**src/rtl/fb_pkg.sv**
```systemverilog
// fb_pkg: shared framebuffer / text-mode constants and types.
//   COLS, ROWS        text grid (character cells)
//   GLYPH_W, GLYPH_H  glyph cell size in pixels
//   FB_WIDTH          framebuffer line pitch in pixels
//   FB_HEIGHT         framebuffer height in lines
//   pixel_t           24-bit RGB pixel
//   fb_addr_t         16-bit framebuffer / text buffer address
//   blit_state_t      text_blitter FSM states
package fb_pkg;

    localparam int COLS      = 40;
    localparam int ROWS      = 25;
    localparam int GLYPH_W   = 8;
    localparam int GLYPH_H   = 8;
    localparam int FB_WIDTH  = COLS * GLYPH_W;
    localparam int FB_HEIGHT = ROWS * GLYPH_H;

    typedef logic [23:0] pixel_t;
    typedef logic [15:0] fb_addr_t;

    typedef enum logic [2:0] {
        ST_IDLE,
        ST_FETCH_CHAR,
        ST_WAIT_CHAR,
        ST_FETCH_GLYPH,
        ST_WAIT_GLYPH,
        ST_WRITE,
        ST_DONE
    } blit_state_t;

endpackage

```
**src/rtl/font_rom.sv**
```systemverilog
// font_rom: 128 glyphs x 8 rows x 8 bits, synchronous (registered) read.
//   clk  in   read clock
//   rst  in   asynchronous active-high reset (clears the output register)
//   adr  in   {glyph[6:0], row[2:0]}
//   q    out  glyph row byte, bit 7 = leftmost pixel, valid one cycle after adr
// The glyph table is held inline; codes without an entry render blank,
// which also covers 0x20 (space).
module font_rom (
    input  logic       clk,
    input  logic       rst,
    input  logic [9:0] adr,
    output logic [7:0] q
);

    logic [63:0] glyph;
    logic [7:0]  row_bits;

    // Each glyph is 8 bytes packed MSB-first: row 0 sits in bits [63:56].
    always_comb begin
        glyph = '0;
        case (adr[9:3])
            7'h20:   glyph = 64'h0000_0000_0000_0000;
            7'h30:   glyph = 64'h3C66_6E76_6666_3C00;
            7'h41:   glyph = 64'h183C_6666_7E66_6600;
            7'h42:   glyph = 64'h7C66_667C_6666_7C00;
            7'h43:   glyph = 64'h3C66_6060_6066_3C00;
            7'h48:   glyph = 64'h6666_667E_6666_6600;
            7'h7F:   glyph = 64'hFFFF_FFFF_FFFF_FFFF;
            default: glyph = '0;
        endcase
        // ~row == 7-row for a 3-bit row index
        row_bits = glyph[{~adr[2:0], 3'b000} +: 8];
    end

    always_ff @(posedge clk or posedge rst) begin
        if (rst) q <= '0;
        else     q <= row_bits;
    end

endmodule

```
**src/rtl/text_blitter.sv**
```systemverilog
// text_blitter: renders a COLS x ROWS text buffer through the 8x8 font ROM
// into the framebuffer, one 24-bit pixel per accepted write.
//   CLOCK_50   in   system clock
//   rst        in   asynchronous active-high reset
//   start      in   begin a frame (only honoured while idle)
//   fg, bg     in   colours, captured on the accepted start
//   busy       out  render in progress
//   done       out  one-cycle pulse after the last accepted pixel write
//   txt_adr    out  text buffer address (row*COLS+col)
//   txt        in   character code, valid one cycle after txt_adr
//   fb_wadr    out  pixel address
//   fb_d       out  pixel colour
//   fb_we      out  write request
//   fb_wready  in   write accepted when fb_we && fb_wready
module text_blitter #(
    parameter int COLS     = fb_pkg::COLS,
    parameter int ROWS     = fb_pkg::ROWS,
    parameter int FB_WIDTH = COLS * fb_pkg::GLYPH_W
) (
    input  logic             CLOCK_50,
    input  logic             rst,
    input  logic             start,
    input  fb_pkg::pixel_t   fg,
    input  fb_pkg::pixel_t   bg,
    output logic             busy,
    output logic             done,
    output fb_pkg::fb_addr_t txt_adr,
    input  logic [7:0]       txt,
    output fb_pkg::fb_addr_t fb_wadr,
    output fb_pkg::pixel_t   fb_d,
    output logic             fb_we,
    input  logic             fb_wready
);

    localparam fb_pkg::fb_addr_t PITCH     = fb_pkg::fb_addr_t'(FB_WIDTH);
    localparam fb_pkg::fb_addr_t ROW_STEP  = fb_pkg::fb_addr_t'(FB_WIDTH * fb_pkg::GLYPH_H);
    localparam fb_pkg::fb_addr_t CELL_STEP = fb_pkg::fb_addr_t'(fb_pkg::GLYPH_W);
    localparam logic [15:0]      LAST_COL  = 16'(COLS - 1);
    localparam logic [15:0]      LAST_ROW  = 16'(ROWS - 1);

    fb_pkg::blit_state_t state, state_nxt;

    fb_pkg::pixel_t   fg_q, bg_q;
    logic [7:0]       ch_q;
    logic [7:0]       glyph_q;
    logic [7:0]       rom_q;
    logic [9:0]       rom_adr;
    logic [2:0]       gx, gy;
    logic [15:0]      col, row;
    fb_pkg::fb_addr_t cell_idx;
    // Address bases kept as running sums so the pixel loop needs only adders:
    // row_base  = row*GLYPH_H*FB_WIDTH
    // cell_base = row_base + col*GLYPH_W
    // line_base = cell_base + gy*FB_WIDTH
    // pix_adr   = line_base + gx
    fb_pkg::fb_addr_t row_base, cell_base, line_base, pix_adr;
    fb_pkg::fb_addr_t next_cell_base;

    logic accept, last_px, last_gy, last_col, last_cell, px_on;

    assign accept    = (state == fb_pkg::ST_WRITE) && fb_wready;
    assign last_px   = (gx == 3'd7);
    assign last_gy   = (gy == 3'd7);
    assign last_col  = (col == LAST_COL);
    assign last_cell = last_col && (row == LAST_ROW);

    // First pixel of the next cell in row-major order; wrapping past the last
    // column lands on the start of the next band of GLYPH_H lines.
    assign next_cell_base = last_col ? (row_base + ROW_STEP) : (cell_base + CELL_STEP);

    assign rom_adr = {ch_q[6:0], gy};

    font_rom u_font (
        .clk (CLOCK_50),
        .rst (rst),
        .adr (rom_adr),
        .q   (rom_q)
    );

    assign txt_adr = cell_idx;
    assign fb_wadr = pix_adr;

    // char[7] selects inverse video for the whole cell.
    assign px_on = glyph_q[3'd7 - gx] ^ ch_q[7];
    assign fb_d  = fb_we ? (px_on ? fg_q : bg_q) : '0;

    always_ff @(posedge CLOCK_50 or posedge rst) begin
        if (rst) state <= fb_pkg::ST_IDLE;
        else     state <= state_nxt;
    end

    always_comb begin
        state_nxt = state;
        busy      = 1'b0;
        done      = 1'b0;
        fb_we     = 1'b0;
        case (state)
            fb_pkg::ST_IDLE: begin
                if (start) state_nxt = fb_pkg::ST_FETCH_CHAR;
            end
            fb_pkg::ST_FETCH_CHAR: begin
                busy      = 1'b1;
                state_nxt = fb_pkg::ST_WAIT_CHAR;
            end
            fb_pkg::ST_WAIT_CHAR: begin
                busy      = 1'b1;
                state_nxt = fb_pkg::ST_FETCH_GLYPH;
            end
            fb_pkg::ST_FETCH_GLYPH: begin
                busy      = 1'b1;
                state_nxt = fb_pkg::ST_WAIT_GLYPH;
            end
            fb_pkg::ST_WAIT_GLYPH: begin
                busy      = 1'b1;
                state_nxt = fb_pkg::ST_WRITE;
            end
            fb_pkg::ST_WRITE: begin
                busy  = 1'b1;
                fb_we = 1'b1;
                if (accept && last_px) begin
                    if (!last_gy)       state_nxt = fb_pkg::ST_FETCH_GLYPH;
                    else if (last_cell) state_nxt = fb_pkg::ST_DONE;
                    else                state_nxt = fb_pkg::ST_FETCH_CHAR;
                end
            end
            fb_pkg::ST_DONE: begin
                done      = 1'b1;
                state_nxt = fb_pkg::ST_IDLE;
            end
            default: state_nxt = fb_pkg::ST_IDLE;
        endcase
    end

    always_ff @(posedge CLOCK_50 or posedge rst) begin
        if (rst) begin
            fg_q      <= '0;
            bg_q      <= '0;
            ch_q      <= '0;
            glyph_q   <= '0;
            gx        <= '0;
            gy        <= '0;
            col       <= '0;
            row       <= '0;
            cell_idx  <= '0;
            row_base  <= '0;
            cell_base <= '0;
            line_base <= '0;
            pix_adr   <= '0;
        end else begin
            case (state)
                fb_pkg::ST_IDLE: begin
                    if (start) begin
                        fg_q      <= fg;
                        bg_q      <= bg;
                        gx        <= '0;
                        gy        <= '0;
                        col       <= '0;
                        row       <= '0;
                        cell_idx  <= '0;
                        row_base  <= '0;
                        cell_base <= '0;
                        line_base <= '0;
                        pix_adr   <= '0;
                    end
                end
                fb_pkg::ST_WAIT_CHAR:  ch_q    <= txt;
                fb_pkg::ST_WAIT_GLYPH: glyph_q <= rom_q;
                fb_pkg::ST_WRITE: begin
                    // Nothing moves until the framebuffer takes the pixel.
                    if (accept) begin
                        if (!last_px) begin
                            gx      <= gx + 3'd1;
                            pix_adr <= pix_adr + 16'd1;
                        end else begin
                            gx <= '0;
                            if (!last_gy) begin
                                gy        <= gy + 3'd1;
                                line_base <= line_base + PITCH;
                                pix_adr   <= line_base + PITCH;
                            end else if (!last_cell) begin
                                gy        <= '0;
                                cell_idx  <= cell_idx + 16'd1;
                                cell_base <= next_cell_base;
                                line_base <= next_cell_base;
                                pix_adr   <= next_cell_base;
                                if (last_col) begin
                                    col      <= '0;
                                    row      <= row + 16'd1;
                                    row_base <= row_base + ROW_STEP;
                                end else begin
                                    col <= col + 16'd1;
                                end
                            end
                        end
                    end
                end
                default: ;
            endcase
        end
    end

endmodule

```
**config.mk**
```make
export PLATFORM = sky130hd
export DESIGN_NAME = text_blitter
export DESIGN_NICKNAME = d
export VERILOG_FILES = /design/src/rtl/fb_pkg.sv /design/src/rtl/font_rom.sv /design/src/rtl/text_blitter.sv
export SDC_FILE = /design/constraint.sdc
export NUM_CORES = 1
export LEC_CHECK = 0
export ABC_AREA = 0
export CELL_PAD_IN_SITES_DETAIL_PLACEMENT = 0
export CELL_PAD_IN_SITES_GLOBAL_PLACEMENT = 1
export CORE_ASPECT_RATIO = 1.75
export CORE_MARGIN = 3
export CORE_UTILIZATION = 49
export DETAILED_ROUTE_END_ITERATION = 10
export DONT_BUFFER_PORTS = 1
export PLACE_DENSITY_LB_ADDON = 0.08
export SKIP_CTS_REPAIR_TIMING = 1
export SLEW_MARGIN = 20
export SYNTH_ARGS = -nofsm -noshare
export SYNTH_HDL_FRONTEND = slang
export SYNTH_HIERARCHICAL = 1
export SYNTH_SLANG_ARGS = --single-unit
```
**constraint.sdc**
```tcl
create_clock -name CLOCK_50 -period 6.5 [get_ports CLOCK_50]
set_input_delay 0.65 -clock CLOCK_50 [delete_from_list [all_inputs] [get_ports CLOCK_50]]
set_output_delay 0.65 -clock CLOCK_50 [all_outputs]
set_load 0.01 [all_outputs]
```
**Word level (Yosys, flattened, before mapping)**

Index checks and enable logic that the tools add are counted.

- Input port bits: 60
- Output and inout bits: 59
- Word-level logic and storage cells: 126
- Register bits: 193

- Mux-type cells: 59
- Bitwise logic cells: 2
- Add/subtract/negate cells: 10
- Equal/unequal tests: 25
- Order comparisons: 1
- Reductions and logical operators: 13
- Shifts and indexed selects: 1

Operator list:

| kind | number |
|---|---|
| $mux W16 | 30 |
| $pmux W64 S6 | 1 |
| $pmux W16 S2 | 7 |
| $add A16 B1 Y16 const B | 4 |
| $shiftx A64 B7 Y8 | 1 |
| $mux W24 | 2 |
| $eq A7 B7 Y1 const B | 5 |
| $mux W3 | 11 |
| $pmux W3 S6 | 1 |
| $add A16 B12 Y16 const B | 1 |
| $add A16 B4 Y16 const B | 1 |
| $add A16 B9 Y16 const B | 1 |
| $eq A16 B5 Y1 const B | 1 |
| $eq A16 B6 Y1 const B | 1 |
| $eq A3 B3 Y1 const B | 5 |
| $ne A2 B2 Y1 const B | 6 |
| $pmux W3 S2 | 2 |
| $eq A7 B6 Y1 const B | 1 |
| $reduce_and A7 Y1 | 1 |
| $add A3 B1 Y3 const B | 2 |
| $eq A3 B2 Y1 const B | 2 |
| $reduce_and A6 Y1 | 1 |
| $reduce_and A5 Y1 | 1 |
| $reduce_or A5 Y1 | 1 |
| other kinds (16) | 22 |

**Longest topological paths before layout**

- Word-level depth: 7
- Depth in mapped cells: 11
- Mapped depth without buffers: 8

**By module**

The synthesis kept the hierarchy.

Modules (own cells, without submodules):

| module | cells each | times used | seq. area each (µm²) | area each (µm²) |
|---|---|---|---|---|
| text_blitter | 1,053 | 1 | 4,404.2 | 9,210.1 |
| font_rom | 90 | 1 | 175.2 | 708.2 |

**Worst setup path before layout**

No wires, ideal clock.

- Path type: flip-flop to output port
- Start point: register gx[0]
- End point: output fb_d[15]
- Path buffers: 2
- Data required time: 5.850 ns
- Path slack: 3.774 ns
- Arrival time: 2.076 ns
- Cell stages (with the launch flop): 8
- Cells stage by stage: dfrtp_1 > mux4_2 > mux2i_1 > xnor2_1 > clkbuf_1 > clkbuf_1 > nand3_1 > o21ai_0

- Longest elaborated chain between the ends: 6

RTL lines:

| element | RTL line | text |
|---|---|---|
| from (decl) | text_blitter.sv:48 | `logic [2:0] gx, gy;` |
| from (signal assigned) | text_blitter.sv:172 | `gx <= gx + 3'd1;` |
| $sub A3 B3 Y3 | text_blitter.sv:84 | `assign px_on = glyph_q[3'd7 - gx] ^ ch_q[7];` |
| $bmux W1 S3 | text_blitter.sv:84 |  |
| $mux W1 (implied by the code) | text_blitter.sv:84 |  |
| $xor A1 B1 Y1 | text_blitter.sv:84 |  |
| $mux W24 (2 in series) | text_blitter.sv:85 | `assign fb_d = fb_we ? (px_on ? fg_q : bg_q) : '0;` |
| to (decl) | text_blitter.sv:30 | `output fb_pkg::pixel_t fb_d,` |

No other way between the ends. The select of a mux whose other input is x is not followed.

**Final worst setup path**

- Start point: register state[2]
- End point: output fb_d[22]

- Longest elaborated chain between the ends: 3

RTL lines:

| element | RTL line | text |
|---|---|---|
| from (decl) | text_blitter.sv:41 | `fb_pkg::blit_state_t state, state_nxt;` |
| from (signal assigned) | text_blitter.sv:88 | `if (rst) state <= fb_pkg::ST_IDLE;` |
| from (signal assigned) | text_blitter.sv:89 | `else state <= state_nxt;` |
| $eq A3 B3 Y1 | text_blitter.sv:97 | `case (state)` |
| $mux W1 | text_blitter.sv:97 |  |
| $mux W24 | text_blitter.sv:85 |  |

No other way between the ends.

==> flow_summary_export.csv <==
group,metric,value,unit
yosys,synth.area.top_cells,"dfrtp_1 46%, nand2_1 10%, o21ai_0 5.2%, nand3_1 3.1%, nor2_1 3.1%",
yosys,synthArstFlopShare,100,%
setup_path,worstPathArrival,3.06,ns
drt,dr.pass1.iters,5,
yosys,yosysTopAreaCell,"dfrtp_1",
power_and_ir_drop,seq_power_share,45.6,%
setup_path,r2r-start,"state[2]",
floorplan,start_util,50.0,%
timing,hold_ws,0.0309,ns
setup_path,cp-startpoint,"state[2]",
drt,routed_wl,25.9,mm
setup_path,r2r_setup_slack,2.92,ns
timing,setup_viol_count_final,0,
floorplan,io_pins,119,
grt,grtUsageTotal,24.6,%
drt,routed.top_layer,"met4",
floorplan,rows,68,
yosys,yosysMostFrequentCell,"nand2_1",
clock_network,clk_pin_slew,0.06,ns
yosys,netlist_instances,1143,
floorplan,die_h,194,um
hold_path,hp-class,"in2async",
setup_path,cp_slowest_cell,"inv_4",
placement,dp.final_hpwl,18.2,mm
timing,tightest_slew,1.02,ns
drt,wl_met3,1.38,mm
yosys,synth_edf_count,0,
grt,grt_overflow,0,
yosys,yosys_warnings,6,
job,maxCapViolCount,0,
final_layout,num_antenna_cells,0,
setup_path,worstPathMaxFanout,65,
drt,drtAntennaViolNets,0,
yosys,syn_area,0.00992,sq mm
power_and_ir_drop,cellLeakagePower,4.69,nW
setup_path,worstPathRequired,5.85,ns
grt,antenna_found_initial,0,
power_and_ir_drop,power.total,3.40,mW
floorplan,design.core.area,0.0198,sq mm
setup_path,slowest_delay,0.78,ns
timing,maxSlewHeadroom,31.2,%
timing,hold_viol,0,
final_layout,nNetsFinal,1178,
yosys,syn_area_per_cell,8.68,sq um
drt,drtIter0Drc,488,
drt,avgRoutedWirePerCell,19.0,um
timing,finalCriticalPeriod,3.71,ns
yosys,synth_top_area_share,46.2,%
timing,post-route-period-util,57.0,%
grt,grt_pass1_wl,43.5,mm
placement,gp_congestion,0.839,
timing,max_freq,270,MHz
grt,grt_max_degree,81,
yosys,ys_seq_area_share,46.2,%
clock_network,clk-insertion-delay-late,0.43,ns
power_and_ir_drop,p_int,2.24,mW
setup_path,r2r_end,"fb_wadr[8]",
yosys,syn_nets,1215,
clock_network,cts_tree,"done",
setup_path,worstSetupEndpointType,"output pin",
timing,slew_viol_final,0,
drt,routed_via_density,5.90,
setup_path,criticalPathCategory,"reg2out",
grt,grt_pass1_vias,8420,
yosys,ys.flop_type,"dfrtp_1",
drt,met2_length,13.1,mm
placement,io_buffers,0,
power_and_ir_drop,switching_share,34.0,%
final_layout,nFillCells,1893,
drt,wl_met1,10.3,mm
clock_network,cts.sinks,183,
floorplan,dieArea,0.0221,sq mm
timing,rsz0062_at_grt,"false",
clock_network,cts-htree-levels,4,
final_layout,drive_gt1_share,7.42,%
drt,drc,0,
timing,finClkSkew,0.00913,ns
power_and_ir_drop,clkPwrFrac,31.4,%
power_and_ir_drop,pwr-share-comb,23.0,%
yosys,synthTopCellsByCount,"274 x nand2_1, 183 x dfrtp_1, 104 x o21ai_0",
status,run_status,"completed",
timing,setup_tns,0,ns
yosys,synth_seq_cells,183,
power_and_ir_drop,power-per-cell-area,320,mW/mm^2
setup_path,r2r_cells,6,
power_and_ir_drop,vdd_ir_drop_max,0.226,mV
setup_path,path_cells,"nand3b_1 -> inv_4 -> nand2_1 -> o21ai_0",
clock_network,cts-buffers-inserted,17,
floorplan,dieWidth,114,um
power_and_ir_drop,switchingPower,1.16,mW
clock_network,root_buffer,"clkbuf_16",
final_layout,syn2layout_area_growth,6.98,%
setup_path,crit_path_start_kind,"flop",
yosys,synth_cell_type_count,83,
clock_network,clock_tree.buffer_depth,2,
drt,vias,8039,
==> placed cells by master (no fill, tap or decap), types with 4 or more instances in the layout <==
cell / synthesis / layout
a31oi_1: 6 / 6
o22ai_1: 8 / 8
a31o_2: 5 / 5
nor3_1: 29 / 29
o211ai_1: 4 / 4
nor2_1: 82 / 82
nor4_1: 12 / 12
and2_1: 11 / 11
nand3_1: 62 / 62
a22oi_1: 5 / 5
a22o_1: 6 / 6
o2111ai_1: 4 / 4
a21o_1: 9 / 9
o21ai_0: 104 / 104
and4_1: 5 / 5
nand4_1: 21 / 21
o31ai_1: 9 / 9
inv_1: 23 / 21
buf_4: 3 / 8
clkbuf_16: 0 / 17
a21oi_1: 29 / 29
xor2_1: 30 / 30
ha_1: 12 / 12
xnor2_1: 28 / 27
or3_1: 8 / 8
nand2_1: 274 / 273
dfrtp_1: 183 / 183
mux2_2: 16 / 16
and3_1: 17 / 17
==> how the worst max path moves through the flow <==
stage	end	depth (start not counted)
finish	fb_d[22]	4
global route	fb_d[22]	4
CTS	fb_d[22]	4
detailed placement	fb_wadr[8]	6
global placement	fb_wadr[15]	6
floorplan	bg_q[0]	1
==> layout make-up <==
type | count | area (sq um) | share of cell area (%)
multi-input combinational | 873 | 4970 | 46.9
sequential | 183 | 4580 | 43.2
clock buffer | 23 | 478 | 4.50
tap | 245 | 307 | 2.89
clock inverter | 8 | 121 | 1.14
inverter | 23 | 93.8 | 0.884
timing repair buffer | 8 | 60.1 | 0.566
==> registers in the layout, summed over array words and instances (netlist names), 7 cells and up <==
signal     cells
cell_base     16
u_font/q       7
col           16
row           16
row_base       7
glyph_q        8
bg_q          24
ch_q           8
line_base     16
txt_adr       16
fb_wadr       16
fg_q          24
==> power by group through the flow <==
stage | clock network [mW] | registers [mW] | logic [mW]
after floorplan | 0 | 1.48 | 0.688
after global placement | 0 | 1.56 | 0.788
after detailed placement | 0 | 1.57 | 0.796
after CTS | 1.09 | 1.55 | 0.797
after global routing | 1.14 | 1.58 | 0.904
final | 1.07 | 1.55 | 0.782
==> logic make-up (layout without fill, tap and decap cells) <==
family	Yosys count	after routing	synth area share [%]
xor gates and xnor gates	58	58	5.12
muxes	21	21	2.57
AOI/OAI and AO/OA	229	229	14.8
buffers and inverters	87	62	3.85
adders and majority gates	12	12	1.51
DFF	183	183	46.2
and+or+nand+nor	553	553	26.0
==> per-layer routing <==
metal  vias to the layer above  global-route usage (%)
met5                         -                       0
met4                         0                    12.1
met3                        52                    6.25
met2                       207                    41.4
met1                      3869                    28.8
li1                       3911                       -
==> through the flow <==
step	cell area (sq um)	utilization [%]	std cells	setup slack [ns]
floorplan	9920	-	1143	1.08
global placement	10000	50.5	1332	2.71
detailed placement	10000	50.5	1332	2.89
CTS	10600	53.5	1363	2.74
global route	10600	53.5	1363	2.50
finish	10600	53.5	1363	2.79
==> worst max-delay path: cells and delay by family (launching register included) <==
family / cells / cell delay (ns)
compound gates: 1 / 0.43
buf+inv: 1 / 0.78
flops: 1 / 0.62
simple gates: 2 / 0.76
Power figures use the tool's default switching activity.
